### config.mk
export PLATFORM = sky130hd
export DESIGN_NAME = fetch_stage
export DESIGN_NICKNAME = d
export VERILOG_FILES = /design/src/rtl/fetch_stage.sv
export SDC_FILE = /design/constraint.sdc
export NUM_CORES = 1
export LEC_CHECK = 0
export ABC_AREA = 1
export BUFFER_PORTS_ARGS = -buffer_cell sky130_fd_sc_hd__buf_4
export CAP_MARGIN = 20
export CORE_ASPECT_RATIO = 2
export CORE_MARGIN = 3
export CORE_UTILIZATION = 35
export DETAILED_ROUTE_END_ITERATION = 12
export GPL_TIMING_DRIVEN = 0
export SYNTH_ARGS = -nofsm -noshare
export SYNTH_HDL_FRONTEND = slang
export SYNTH_SLANG_ARGS = --single-unit
### constraint.sdc
create_clock -name clk -period 1.35 [get_ports clk]
set_input_delay 0.27 -clock clk [delete_from_list [all_inputs] [get_ports clk]]
set_output_delay 0.27 -clock clk [all_outputs]
set_load 0.02 [all_outputs]
### src/rtl/fetch_stage.sv
// Instruction fetch stage: PC, synchronous-read imem interface, IF/ID register
// with a one-entry skid buffer to absorb decode stalls, and PC redirect.
//
// state   | meaning
// --------+-----------------------------------------------
// ST_IDLE | first cycle out of reset, no fetch issued
// ST_RUN  | fetching; held until the next reset
module fetch_stage #(
  parameter int              PC_W     = 20,
  parameter logic [PC_W-1:0] RESET_PC = '0
) (
  input  logic            clk,
  input  logic            rst_n,
  input  logic            redirect_en,
  input  logic [PC_W-1:0] redirect_pc,
  input  logic            id_stall,
  output logic            imem_en,
  output logic [PC_W-1:0] imem_addr,
  input  logic [0:19]     imem_rdata,
  output logic            if_valid,
  output logic [0:19]     if_instr,
  output logic [PC_W-1:0] if_pc
);

  typedef enum logic {
    ST_IDLE = 1'b0,
    ST_RUN  = 1'b1
  } state_t;

  state_t          state_q, state_d;
  logic [PC_W-1:0] pc_q, pc_d;
  logic            inflight_q, inflight_d;
  logic [PC_W-1:0] inflight_pc_q, inflight_pc_d;
  logic            skid_valid_q, skid_valid_d;
  logic [0:19]     skid_instr_q, skid_instr_d;
  logic [PC_W-1:0] skid_pc_q, skid_pc_d;
  logic            if_valid_q, if_valid_d;
  logic [0:19]     if_instr_q, if_instr_d;
  logic [PC_W-1:0] if_pc_q, if_pc_d;
  logic            reg_free;
  logic            issue;

  always_comb begin
    state_d       = state_q;
    pc_d          = pc_q;
    inflight_d    = 1'b0;
    inflight_pc_d = inflight_pc_q;
    skid_valid_d  = skid_valid_q;
    skid_instr_d  = skid_instr_q;
    skid_pc_d     = skid_pc_q;
    if_valid_d    = if_valid_q;
    if_instr_d    = if_instr_q;
    if_pc_d       = if_pc_q;

    case (state_q)
      ST_IDLE: state_d = ST_RUN;
      default: state_d = state_q;
    endcase

    reg_free = !if_valid_q || !id_stall;
    // A stalled register with data returning fills the skid, so stop issuing.
    issue    = (state_q == ST_RUN) && !redirect_en && !skid_valid_q &&
               !(if_valid_q && id_stall && inflight_q);

    if (redirect_en) begin
      pc_d         = redirect_pc;
      inflight_d   = 1'b0;
      skid_valid_d = 1'b0;
      if_valid_d   = 1'b0;
    end else begin
      inflight_d = issue;
      if (issue) begin
        pc_d          = pc_q + PC_W'(1);
        inflight_pc_d = pc_q;
      end
      if (inflight_q) begin
        if (!reg_free) begin
          skid_valid_d = 1'b1;
          skid_instr_d = imem_rdata;
          skid_pc_d    = inflight_pc_q;
        end else if (skid_valid_q) begin
          if_valid_d   = 1'b1;
          if_instr_d   = skid_instr_q;
          if_pc_d      = skid_pc_q;
          skid_instr_d = imem_rdata;
          skid_pc_d    = inflight_pc_q;
        end else begin
          if_valid_d = 1'b1;
          if_instr_d = imem_rdata;
          if_pc_d    = inflight_pc_q;
        end
      end else if (reg_free) begin
        if (skid_valid_q) begin
          if_valid_d   = 1'b1;
          if_instr_d   = skid_instr_q;
          if_pc_d      = skid_pc_q;
          skid_valid_d = 1'b0;
        end else begin
          if_valid_d = 1'b0;
        end
      end
    end

    // Bubbles carry an all-zero word; decode gates side effects with if_valid.
    if (!if_valid_d) begin
      if_instr_d = '0;
    end
  end

  always_ff @(posedge clk) begin
    if (!rst_n) begin
      state_q       <= ST_IDLE;
      pc_q          <= RESET_PC;
      inflight_q    <= 1'b0;
      inflight_pc_q <= RESET_PC;
      skid_valid_q  <= 1'b0;
      skid_instr_q  <= '0;
      skid_pc_q     <= '0;
      if_valid_q    <= 1'b0;
      if_instr_q    <= '0;
      if_pc_q       <= '0;
    end else begin
      state_q       <= state_d;
      pc_q          <= pc_d;
      inflight_q    <= inflight_d;
      inflight_pc_q <= inflight_pc_d;
      skid_valid_q  <= skid_valid_d;
      skid_instr_q  <= skid_instr_d;
      skid_pc_q     <= skid_pc_d;
      if_valid_q    <= if_valid_d;
      if_instr_q    <= if_instr_d;
      if_pc_q       <= if_pc_d;
    end
  end

  assign imem_en   = issue && rst_n;
  assign imem_addr = pc_q;
  assign if_valid  = if_valid_q;
  assign if_instr  = if_instr_q;
  assign if_pc     = if_pc_q;

endmodule

# == Word level (Yosys, flattened, before mapping) ==
# Index checks and enable logic that the tools add are counted.
# word_totals
out_inout_bits,62
register_bits,124
in_bits,44
# op_classes
n_addsub,1
n_reduce_logical,21
bitwise_logic,2
n_mux,25
eq_ne,2
# op_table
operator,count
$mux W20,16
$add A20 B1 Y20 const B,1
$mux W1,9
$logic_and A1 B1 Y1,6
$reduce_and A2 Y1,3
$reduce_and A3 Y1,2
$reduce_bool A2 Y1,3
$logic_not A1 Y1,5
$ne A2 B2 Y1 const B,2
$not A1 Y1,2
$reduce_or A2 Y1,1
$logic_or A1 B1 Y1,1

# == Longest topological paths before layout ==
# depth
word_depth,6
ltp_mapped,13
mapped_depth_nobuf,13

# == Least setup slack after synthesis ==
# No wires, ideal clock.
# synth_path
path_type,register to register
start,"reg if_valid_q, in the netlist if_valid"
end,"reg pc_q[7], in the netlist imem_addr[7]"
slack_ns,-0.296
setup_time_ns,0.069
stages_incl_launch_ff,10
t_arrival_ns,1.577
n_path_buf,1
t_required_ns,1.281
cell_sequence,dfxtp_1 nand2_1 inv_1 ha_1 nor2_1 nand2_2 buf_2 nor2_2 o21ai_0 o21ai_1
# synth_between
elab_chain_cells,5
# synth_rtl
element,line,text
start: declaration,37,"logic if_valid_q, if_valid_d;"
start signal: assignment,130,if_valid_q <= if_valid_d;
$logic_and A1 B1 Y1 (2 in series),63,!(if_valid_q && id_stall && inflight_q);
$logic_not A1 Y1,63,
$logic_and A1 B1 Y1,62,issue = (state_q == ST_RUN) && !redirect_en && !skid_valid_q &&
$reduce_bool A2 Y1 (no line),n/a,
end signal: assignment,124,pc_q <= pc_d;
end: declaration,31,"logic [PC_W-1:0] pc_q, pc_d;"
# No other way between the ends.
# A chain may end at the register's enable or synchronous reset.

# == Worst setup path in the final report ==
# layout_path
start,"reg if_valid_q, in the netlist if_valid"
end,out imem_en
# layout_between
elab_chain_cells,5
# layout_rtl
element,line,text
$logic_and A1 B1 Y1 (2 in series),63,
$logic_not A1 Y1,63,
$logic_and A1 B1 Y1,62,
$logic_and A1 B1 Y1,136,assign imem_en = issue && rst_n;
end: declaration,17,"output logic imem_en,"
# No other way between the ends.

==> metrics.csv <==
metric,value,unit
outcome,finished with violations,
drt_iter0_drc,233,
slew_headroom,52.2,%
timing.final.crit_period,1.82,ns
synth_xor_area_share,0.660,%
area_growth,46.1,%
period_share,135,%
cp-end-kind,output port,
htree_levels,4,
drc_errors,0,
die_area,0.0168,mm^2
finClkSkew,0.00791,ns
pwr_density_cell,1280,mW/mm^2
leakage,3.37,nW
met2_length,9220,um
hold_violations,0,
yosysTopAreaCell,dfxtp_1,
synth_edf_count,0,
drive_gt1_share,32.1,%
seq_area_frac_synth,46.8,%
via_per_inst,5.00,
worstPathMaxFanout,2,
cts_buffers,17,
setup_violations,85,
final_nets,912,
gr-total-overflow,0,
grt_usage,19.3,%
ant_nets,0,
crit_chain,nand2_4 > inv_2 > ha_4 > nor2_4 > nand2_4 > buf_8 > nor2_4 > buf_6,
syn_inst,719,
grt_pass1_vias,5176,
ys.flop_type,dfxtp_1,
dieHeight,180,um
p_total,9.91,mW
grt_max_degree,17,
slowest_delay,0.35,ns
crit_slowest_cell,dfxtp_4,
dr.pass1.iters,7,
ios,106,
clk_pin_slew,0.06,ns
crit_type,reg -> out,
die_w,93.1,um
hpwl,11600,um
synth_compound_area_share,22.8,%
synthSimpleGateAreaFrac,19.3,%
final_max_slew_viol_count,0,
clk_latency,0.41,ns
ys_ff_latch,124,
antenna_found_initial,0,
synthTopCellsByCount,"124 x dfxtp_1, 124 x nor2_1, 93 x o21ai_0",
rows,63,
violations,negative setup slack,
fmax,0.548,GHz
cp-start-kind,flip-flop,
routedWlPerCell,15.4,um
synthMuxAreaShare,0,%
hp-class,in -> reg,
place_congestion,0.850,
wl_met3,681,um
cp.arrival,1.55,ns
fin_ws,-0.474,ns
synth.distinct_cells,26,
avgSynthCellArea,7.38,um^2
synth_async_sr_flop_share,0,%
yosys.area.top_type_share,46.8,%
num-fill-cells,1463,
clock_path_buffers,2,
coreArea,0.0148,mm^2
critical_path_required,1.08,ns
cts.sinks,124,
antenna_cells,0,
placement.io_buffers,105,
worstMarginPinSlew,0.716,ns
cts_root_buf,clkbuf_16,
grt_pass1_wl,25500,um
synth_top_family_by_area,compound AO/OA/AOI/OAI gates,
synthTopCellsByArea,"dfxtp_1 47%, o21ai_0 8.8%, nor2_1 8.8%, a211oi_1 6.4%, nand2_1 5.7%",
tns,-14.76,ns
routed.top_layer,met4,
initial_utilization,35.8,%
r2r_cells,13,
peakVddDrop,738,uV
syn-cell-area,0.00531,mm^2
wl_met1,5900,um
vias,5369,
routed_wl,16500,um
rsz0062_at_grt,yes,
worstHoldPathCells,3,
cts_tree,built,
cap_violations,0,
yosysWarnings,0,
syn_nets,765,
synthAdderAreaFrac,0.472,%
[routing by layer]
| metal | up-vias | global-route usage [%] |
|---|---|---|
| li1 | 2677 | - |
| met1 | 2478 | 20.0 |
| met2 | 168 | 36.6 |
| met3 | 46 | 3.43 |
| met4 | 0 | 8.16 |
| met5 | - | 0 |
[power by group]
| group | internal, mW | switching [mW] |
|---|---|---|
| registers | 3.79 | 0.110 |
| logic | 0.464 | 0.618 |
| clock network | 3.21 | 1.72 |
[state kept, by name, summed over array words and instances, names as in the netlist]
name and cells:
imem_addr 20, if_instr 20, if_valid 1, inflight_q 1
skid_valid_q 1, inflight_pc_q 20, skid_instr_q 20, if_pc 20
state_q 1, skid_pc_q 20
[path summary, 6_finish.rpt]
check | start | endpoint | slack [ns]
setup / recovery | if_valid | imem_en | -0.47
hold / removal | imem_rdata[3] | skid_instr_q[3] | 0.10
setup reg to reg | if_valid | imem_addr[12] | -0.36
hold reg to reg | skid_instr_q[4] | if_instr[4] | 0.48
[layout by cell type (no fill, tap or decap), types with 9 or more instances in the layout]
master	netlist	layout
a211oi_2	0	17
a21oi_1	51	50
nand3_1	20	19
nor2_4	1	9
inv_1	77	72
dfxtp_2	0	14
nor2_2	2	9
buf_4	8	126
o21ai_2	0	13
clkbuf_1	15	11
nand2_1	81	74
o21ai_1	16	41
o21ai_0	93	55
dfxtp_1	124	108
buf_6	0	10
a211oi_1	45	27
nor2_1	124	109
clkbuf_16	0	22
[metrics by stage]
stage | area, um^2 | hold slack, ns | setup slack (ns) | instances | util (%)
final | 7750 | 0.100 | -0.474 | 1074 | 52.3
after detailed placement | 6390 | 0.393 | -0.360 | 1019 | 43.1
after floorplan | 5360 | 0.298 | -0.0668 | 719 | -
after global routing | 7750 | 0.128 | -0.536 | 1074 | 52.3
after CTS | 7310 | 0.112 | -0.487 | 1059 | 49.3
after global placement | 6390 | 0.395 | -0.370 | 1019 | 43.1
[timing repair]
action | in CTS | in global routing
hold buffers | 1 | 0
cloned | 1 | 6
endpoints found under the hold margin | 1 | 0
buffers inserted | 6 | 9
resized for setup | 61 | 121
setup endpoints to repair | 124 | 127
pin swaps | 4 | 6
[worst max-delay path: cells and delay by family, from the launching register on]
kind / cells / cell delay, ns
adder cells (fa/ha/maj): 1 / 0.15
buffers and inverters: 3 / 0.31
flip-flops: 1 / 0.35
AND/OR/NAND/NOR: 4 / 0.35
[cell families after synthesis]
family	count (synthesis)
and+or+nand+nor	247
buffers and inverters	126
adders and majority gates	2
xor gates and xnor gates	4
DFF	124
AOI/OAI and AO/OA	216
[area by class of cell]
type	instances	area (um^2)	area share (%)
buffer	44	354	4.57
clock buffer	19	454	5.86
clock inverter	13	189	2.44
inverter	82	334	4.31
multi-input combinational	469	2610	33.6
sequential	124	2510	32.3
tap	195	244	3.15
timing repair buffer	127	1060	13.6
timing repair inverter	1	5.00	0.0646
(Power assumes the default switching activity.)
